[src/rtl/reg_bank_16x16_pkg.sv]
// Shared constants and types for the 16x16 register bank.
// PSR layout is {N, Z, F, L, C}, with C in bit 0.
package regbank_pkg;

    localparam int REG_W    = 16;
    localparam int NUM_REGS = 16;
    localparam int ADDR_W   = 4;
    localparam int FLAG_W   = 5;

    localparam int PSR_C = 0;
    localparam int PSR_L = 1;
    localparam int PSR_F = 2;
    localparam int PSR_Z = 3;
    localparam int PSR_N = 4;

    typedef enum logic {
        IDLE  = 1'b0,
        CLEAR = 1'b1
    } state_e;

endpackage

[src/rtl/reg16_en.sv]
// Register with async active-low reset, synchronous clear and load enable.
// Clear takes priority over the load enable.
module reg16_en #(
    parameter int W = 16
) (
    input  logic         clk,
    input  logic         reset_n,
    input  logic         clr,
    input  logic         en,
    input  logic [W-1:0] d,
    output logic [W-1:0] q
);

    always_ff @(posedge clk or negedge reset_n) begin
        if (!reset_n) begin
            q <= '0;
        end else if (clr) begin
            q <= '0;
        end else if (en) begin
            q <= d;
        end
    end

endmodule

[src/rtl/reg_bank_16x16.sv]
// 16 x 16-bit register bank with PSR, write-back handshake and clear sweep.
// Build option REG_BANK_R0_ZERO_EN hard-wires r0 to zero.
module reg_bank_16x16
    import regbank_pkg::*;
#(
    parameter int REG_W    = 16,
    parameter int NUM_REGS = 16
) (
    input  logic              clk,
    input  logic              reset_n,
    input  logic              wb_valid,
    output logic              wb_ready,
    input  logic [ADDR_W-1:0] wb_addr,
    input  logic [REG_W-1:0]  wb_data,
    input  logic              flag_we,
    input  logic [FLAG_W-1:0] flags_in,
    input  logic              clr_req,
    output logic              clr_busy,
    output logic [REG_W-1:0]  r0,
    output logic [REG_W-1:0]  r1,
    output logic [REG_W-1:0]  r2,
    output logic [REG_W-1:0]  r3,
    output logic [REG_W-1:0]  r4,
    output logic [REG_W-1:0]  r5,
    output logic [REG_W-1:0]  r6,
    output logic [REG_W-1:0]  r7,
    output logic [REG_W-1:0]  r8,
    output logic [REG_W-1:0]  r9,
    output logic [REG_W-1:0]  r10,
    output logic [REG_W-1:0]  r11,
    output logic [REG_W-1:0]  r12,
    output logic [REG_W-1:0]  r13,
    output logic [REG_W-1:0]  r14,
    output logic [REG_W-1:0]  r15,
    output logic [FLAG_W-1:0] psr
);

    state_e              state;
    logic [ADDR_W-1:0]   clr_idx;
    logic [FLAG_W-1:0]   psr_q;
    logic                wr_fire;
    logic                sweeping;
    logic [REG_W-1:0]    regs [NUM_REGS];

    assign wb_ready = (state == IDLE);
    assign clr_busy = (state == CLEAR);
    assign sweeping = clr_busy;
    assign wr_fire  = wb_valid & wb_ready;

    for (genvar i = 0; i < NUM_REGS; i++) begin : g_reg
`ifdef REG_BANK_R0_ZERO_EN
        if (i == 0) begin : g_zero
            assign regs[i] = '0;
        end else begin : g_ff
`else
        begin : g_ff
`endif
            logic we;
            logic clr;

            assign we  = wr_fire & (wb_addr == ADDR_W'(i));
            assign clr = sweeping & (clr_idx == ADDR_W'(i));

            reg16_en #(
                .W (REG_W)
            ) u_reg (
                .clk     (clk),
                .reset_n (reset_n),
                .clr     (clr),
                .en      (we),
                .d       (wb_data),
                .q       (regs[i])
            );
        end
    end

    // A write in the same cycle as clr_req is still taken from IDLE.
    always_ff @(posedge clk or negedge reset_n) begin
        if (!reset_n) begin
            state   <= IDLE;
            clr_idx <= '0;
            psr_q   <= '0;
        end else begin
            unique case (state)
                IDLE: begin
                    if (flag_we) begin
                        psr_q <= flags_in;
                    end
                    if (clr_req) begin
                        state   <= CLEAR;
                        clr_idx <= '0;
                    end
                end
                CLEAR: begin
                    if (clr_idx == '0) begin
                        psr_q <= '0;
                    end
                    clr_idx <= clr_idx + 1'b1;
                    if (clr_idx == {ADDR_W{1'b1}}) begin
                        state <= IDLE;
                    end
                end
                default: begin
                    state <= IDLE;
                end
            endcase
        end
    end

    assign psr = psr_q;

    assign r0  = regs[0];
    assign r1  = regs[1];
    assign r2  = regs[2];
    assign r3  = regs[3];
    assign r4  = regs[4];
    assign r5  = regs[5];
    assign r6  = regs[6];
    assign r7  = regs[7];
    assign r8  = regs[8];
    assign r9  = regs[9];
    assign r10 = regs[10];
    assign r11 = regs[11];
    assign r12 = regs[12];
    assign r13 = regs[13];
    assign r14 = regs[14];
    assign r15 = regs[15];

endmodule

[config.mk]
export PLATFORM = sky130hd
export DESIGN_NAME = reg_bank_16x16
export DESIGN_NICKNAME = d
export VERILOG_FILES = /design/src/rtl/reg_bank_16x16_pkg.sv /design/src/rtl/reg16_en.sv /design/src/rtl/reg_bank_16x16.sv
export SDC_FILE = /design/constraint.sdc
export NUM_CORES = 1
export LEC_CHECK = 0
export BUFFER_PORTS_ARGS = -buffer_cell sky130_fd_sc_hd__buf_4
export CORE_AREA = 2 2 163 149
export DETAILED_ROUTE_END_ITERATION = 6
export DIE_AREA = 0 0 165 151
export PLACE_DENSITY_LB_ADDON = 0.12
export SLEW_MARGIN = 20
export SYNTH_ARGS = -nofsm -noshare
export SYNTH_HDL_FRONTEND = slang
export SYNTH_SLANG_ARGS = --single-unit
[constraint.sdc]
create_clock -name clk -period 1.95 [get_ports clk]
set_input_delay 0 -clock clk [delete_from_list [all_inputs] [get_ports clk]]
set_output_delay 0 -clock clk [all_outputs]
set_load 0.01 [all_outputs]
======== Word-level counts from Yosys, hierarchy flattened ========
Index checks and enable logic that the tools add are counted.
operators by class
  add/sub/neg operators ................... 1
  eq/ne operators ......................... 33
  mux-type cells .......................... 40
  bitwise logic cells ..................... 34
  reductions and logical operators ........ 19
operator list
  cell                                                             number
  16-bit two-way mux                                               32
  4-bit == test, second input constant                             16
  1-bit bitwise AND                                                33
  4-bit by 3-bit == test with 1-bit output, second input constant  8
  2-bit nonzero test                                               16
  4-bit by 2-bit == test with 1-bit output, second input constant  4
  5-bit two-way mux                                                2
  5-bit one-hot mux with 2 select lines                            1
  4-bit by 1-bit == test with 1-bit output, second input constant  2
  4-bit zero test                                                  2
  4-bit one-hot mux with 2 select lines                            1
  2-bit by 1-bit != test with 1-bit output, second input constant  3
  4-bit by 1-bit adder with 4-bit output, second input constant    1
  4-bit two-way mux                                                1
  1-bit two-way mux                                                2
  1-bit one-hot mux with 2 select lines                            1
  2-bit AND reduction                                              1
  1-bit inverter                                                   1
storage, ports and cells
  flip-flop bits (word level) ............. 266
  bits of input ports ..................... 30
  output and inout port bits .............. 263
  logic and storage cells ................. 146

======== Logic depth before layout (Yosys ltp) ========
  depth in word-level cells ............... 5
  depth in mapped cells ................... 7
  depth with buffers taken out ............ 5

======== Hierarchy ========
A second synthesis with hierarchy kept.
second synthesis, totals
  cell total of the unflattened synthesis .. 934
  area, all modules ....................... 11303.3 um2
modules (own cells, without submodules)
  module          instances  cells each  area each (um2)  seq. area each (um2)
  reg16_en        16         52          660.6            400.4
  reg_bank_16x16  1          102         733.2            250.2

======== Worst setup path after synthesis ========
Ideal clock, no wire load.
  kind .................................... register to register
  from .................................... register clr_idx[0]
  to ...................................... register g_reg[3].g_ff.u_reg.q[10]
  data arrival time ....................... 1.543 ns
  slack ................................... 0.325 ns
  cell stages (with the launch flop) ...... 8
  path buffers ............................ 3
  path through ............................ dfrtp_1 -> ha_1 -> clkbuf_1 -> nand4bb_1 -> clkbuf_1 -> clkbuf_1 -> nand2_1 -> o21ai_0
on the way
  word-level cells in the longest chain between the ends .. 3
  elaborated cells on any way between the ends .. 4
ends and longest elaborated chain
  what                                                             line                  text
  from (decl)                                                      reg_bank_16x16.sv:39  logic [ADDR_W-1:0] clr_idx;
  from (signal assigned)                                           reg_bank_16x16.sv:98  clr_idx <= clr_idx + 1'b1;
  4-bit by 2-bit == test with 1-bit output *                       reg_bank_16x16.sv:62  assign clr = sweeping & (clr_idx == ADDR_W'(i));
  1-bit bitwise AND *                                              reg_bank_16x16.sv:62
  16-bit two-way mux / 2-bit nonzero test (equally long branches)  -
  to (signal assigned)                                             reg16_en.sv:16        q <= '0;
  to (signal assigned)                                             reg16_en.sv:18        q <= '0;
  to (signal assigned)                                             reg16_en.sv:20        q <= d;
  to (decl)                                                        reg16_en.sv:11        output logic [W-1:0] q
Mark *: on every way between the ends. The rest lies on a longest branch, timed or not.
A chain may end at the register's enable or synchronous reset.

======== Final worst setup path ========
  from .................................... register state (netlist: clr_busy)
  to ...................................... register g_reg[11].g_ff.u_reg.q[7]
on the way
  word-level cells in the longest chain between the ends .. 4
  elaborated cells on any way between the ends .. 6
ends and longest elaborated chain
  what                                 line                   text
  from (decl)                          reg_bank_16x16.sv:38   state_e state;
  from (signal assigned)               reg_bank_16x16.sv:80   state <= IDLE;
  from (signal assigned)               reg_bank_16x16.sv:90   state <= CLEAR;
  from (signal assigned)               reg_bank_16x16.sv:100  state <= IDLE;
  1-bit inverter                       -
  1-bit bitwise AND                    reg_bank_16x16.sv:48   assign wr_fire = wb_valid & wb_ready;
  1-bit bitwise AND                    reg_bank_16x16.sv:61   assign we = wr_fire & (wb_addr == ADDR_W'(i));
  2-bit nonzero test (no source line)  -
  to (signal assigned)                 reg16_en.sv:16
  to (signal assigned)                 reg16_en.sv:18
  to (signal assigned)                 reg16_en.sv:20
  to (decl)                            reg16_en.sv:11
Parallel ways exist; a longest one is shown, timed or not.

==> out/qor.yml <==
status: "finished, final reports clean"
layout-drive-gt1-share: 0.2587
htree_levels: 1
cts.path.max_buffers: 3
finalSetupTns_ps: 0
critPathSlowestCell: "and4b_2"
ff_latch_area_sq_mm: 0.006658
areaGrowthSynthToFinish_pct: 31.03
io_pins: 293
timing.fmax_mhz: 563.9
ys_top_cells_by_count: "nand2_1, dfrtp_1, nand3_1"
vias: 10590
synth.yosys.seq_area_share: 0.5841
worst_pin_slew_ps: 565.6
dp_cells: 1748
cp_cell_sequence: "and4b_2 -> and2_1 -> o21ai_0"
core_area_sq_mm: 0.02314
die_w_um: 165
rsz0062_at_grt: "no"
path_max_fanout: 16
slew_headroom: 0.6229
syn-cell-area_sq_mm: 0.01140
dieArea_sq_mm: 0.02492
numCtsBuffers: 29
num_antenna_cells: 0
synth_most_common_cell: "nand2_1"
clock_sinks: 266
ys.flop_type: "dfrtp_1"
ys_ff_latch: 266
critPathKind: "flip-flop to flip-flop"
synth-edff-count: 0
synthArstFlopShare: 1.000
grt_pass1_vias: 9944
overflow: 0
rows: 53
final_nets: 1545
multiInputGateArea_sq_mm: 0.004129
ys_types: 33
synth_area_leaders: "dfrtp_1, nand3_1, o21ai_0, nand2_1, clkbuf_1"
dpl.hpwl_um: 23480
slew_violations: 0
finalCritPeriodShare: 0.9094
grt_pass1_wl_um: 57930
cpPeakStageDelay_ps: 500
worstPathArrival_ps: 2160
cp_num_buf_inv: 0
endpoint_kind: "flip-flop"
layout.cells.non_filler: 1825
irDropWorstVdd_mv: 0.8029
clock-root-buffer: "clkbuf_16"
leakage_nw: 7.025
fin_skew_ps: 13.57
drtAntennaViolNets: 0
grt_max_degree: 64
dpl_worst_slack_ps: 193.9
hold_violations: 0
drv_cap: 0
hp-class: "input port to asynchronous set/reset pin"
power_density_mw_per_mm2: 1474
syn_avg_cell_area_sq_um: 9.175
die_y_um: 151
critPathRequiredTime_ps: 2330
yosysWarnings: 0
syn_inst: 1242
routedWlPerCell_um: 20.86
syn_nets: 1276
setup_viol: 0
synth_top_area_share: 0.5841
clk_pin_slew_ps: 60
synth.largest_area_cell: "dfrtp_1"
place.gp.congestion: 0.8496
finalWirelength_um: 38070
grt_usage: 0.3024
clk_latency_ps: 540
worst_slack_ps: 176.6
stdcell_area_sq_mm: 0.01493
critPathLaunchType: "flip-flop"
fillers: 1919
port_buffers: 292
cts_tree: "built"
antenna_found_initial: 0
drtIter0Drc: 1271
place_area_sq_mm: 0.01375
postCtsSetupBuffers: 0
crit_family: "simple AND/OR/NAND/NOR gates"
drc: 0
layout_min_cycle_time_ps: 1773
vias_per_cell: 5.801
first_pass_iters: 6
start_util: 0.4924
[repair_timing]
action / in CTS / in global routing
hold endpoints to repair: 532 / 0
gates resized for setup: 0 / 4
hold buffers: 34 / 0
endpoints found under the setup margin: 0 / 31
[cell families (layout without fill, tap and decap cells)]
| kind of cell | Yosys count | after routing | share of synthesized area |
|---|---|---|---|
| and+or+nand+nor | 574 | 574 | 0.2373 |
| DFF | 266 | 266 | 0.5841 |
| AOI/OAI and AO/OA | 263 | 263 | 0.1166 |
| buffers and inverters | 134 | 415 | 0.05676 |
| adders and majority gates | 4 | 4 | 0.004392 |
| muxes | 1 | 1 | 0.0008784 |
[through the flow]
| stage | hold slack [ps] | power (W) | util |
|---|---|---|---|
| 5_1_grt | 44.89 | 0.02328 | 0.6452 |
| 3_5_place_dp | -4.845 | 0.01703 | 0.5940 |
| 6_report | 23.35 | 0.02201 | 0.6452 |
| 3_3_place_gp | -9.565 | 0.01683 | 0.5940 |
| 2_1_floorplan | -295.6 | 0.01227 | - |
| 4_1_cts | 31.43 | 0.02206 | 0.6445 |
[cells in the final DEF, fill, tap and decap left out, drive strengths merged]
master / count
clkbuf: 38
a21oi: 1
o31ai: 1
nand2b: 1
nor2b: 3
dlygate4sd3: 33
buf: 335
nand3: 262
a22o: 1
dfrtp: 266
o21a: 1
inv: 4
nand4b: 8
mux2i: 1
and4bb: 2
nand4bb: 4
clkinv: 4
nand2: 267
nor4b: 1
o21ai: 258
nand4: 4
ha: 4
nor2: 3
and2: 17
a41oi: 1
and4b: 1
or3: 1
dlymetal6s4s: 1
[path summary, 6_finish.rpt]
kind	from	endpoint	slack [ps]	cells past startpoint
max in group asynchronous	reset_n	g_reg[14].g_ff.u_reg.q[9]$_DFFE_PN0P_	1180	3
min	reset_n	g_reg[12].g_ff.u_reg.q[14]$_DFFE_PN0P_	20	2
min reg2reg	g_reg[5].g_ff.u_reg.q[14]$_DFFE_PN0P_	g_reg[5].g_ff.u_reg.q[14]$_DFFE_PN0P_	520	2
max reg2reg	clr_busy$_DFF_PN0_	g_reg[11].g_ff.u_reg.q[7]$_DFFE_PN0P_	180	3
max	clr_busy$_DFF_PN0_	g_reg[11].g_ff.u_reg.q[7]$_DFFE_PN0P_	180	3
min in group clk	wb_valid	g_reg[8].g_ff.u_reg.q[15]$_DFFE_PN0P_	110	5
[report_power, final]
part	switching, W	total, W	internal (W)	leakage (nW)
clock	0.00212	0.00495	0.00283	0.412
combinational	0.00402	0.00770	0.00368	3.03
sequential	0.00169	0.00936	0.00766	3.58
total	0.00784	0.0220	0.0142	7.02
[worst reg2reg max path: cells and delay by family (launching register included)]
kind            cells  cell delay, ps
simple gates        2            1000
flops               1             430
compound gates      1             190
[layout make-up]
| type | instances | share of cell area |
|---|---|---|
| Clock buffer | 38 | 0.05354 |
| Clock inverter | 5 | 0.001927 |
| Inverter | 3 | 0.0007541 |
| Multi-Input combinational cell | 842 | 0.2765 |
| Sequential cell | 266 | 0.4459 |
| Tap cell | 302 | 0.02531 |
| Timing Repair Buffer | 369 | 0.1961 |
[routing by layer]
metal  vias to the layer above  global-route usage  wire, um
met5                         -                   0         0
met4                         0             0.09913      1149
met3                        87             0.05887      3238
met2                       526              0.4690     17900
met1                      5216              0.4303     15790
li1                       4757                   -         -
[sequential cells by signal, summed over array words and instances, names as in the netlist]
register,cells
clr_busy,1
psr,5
clr_idx,4
g.g_ff.u_reg.q,256
No activity file was read; power rests on OpenSTA's default activity.
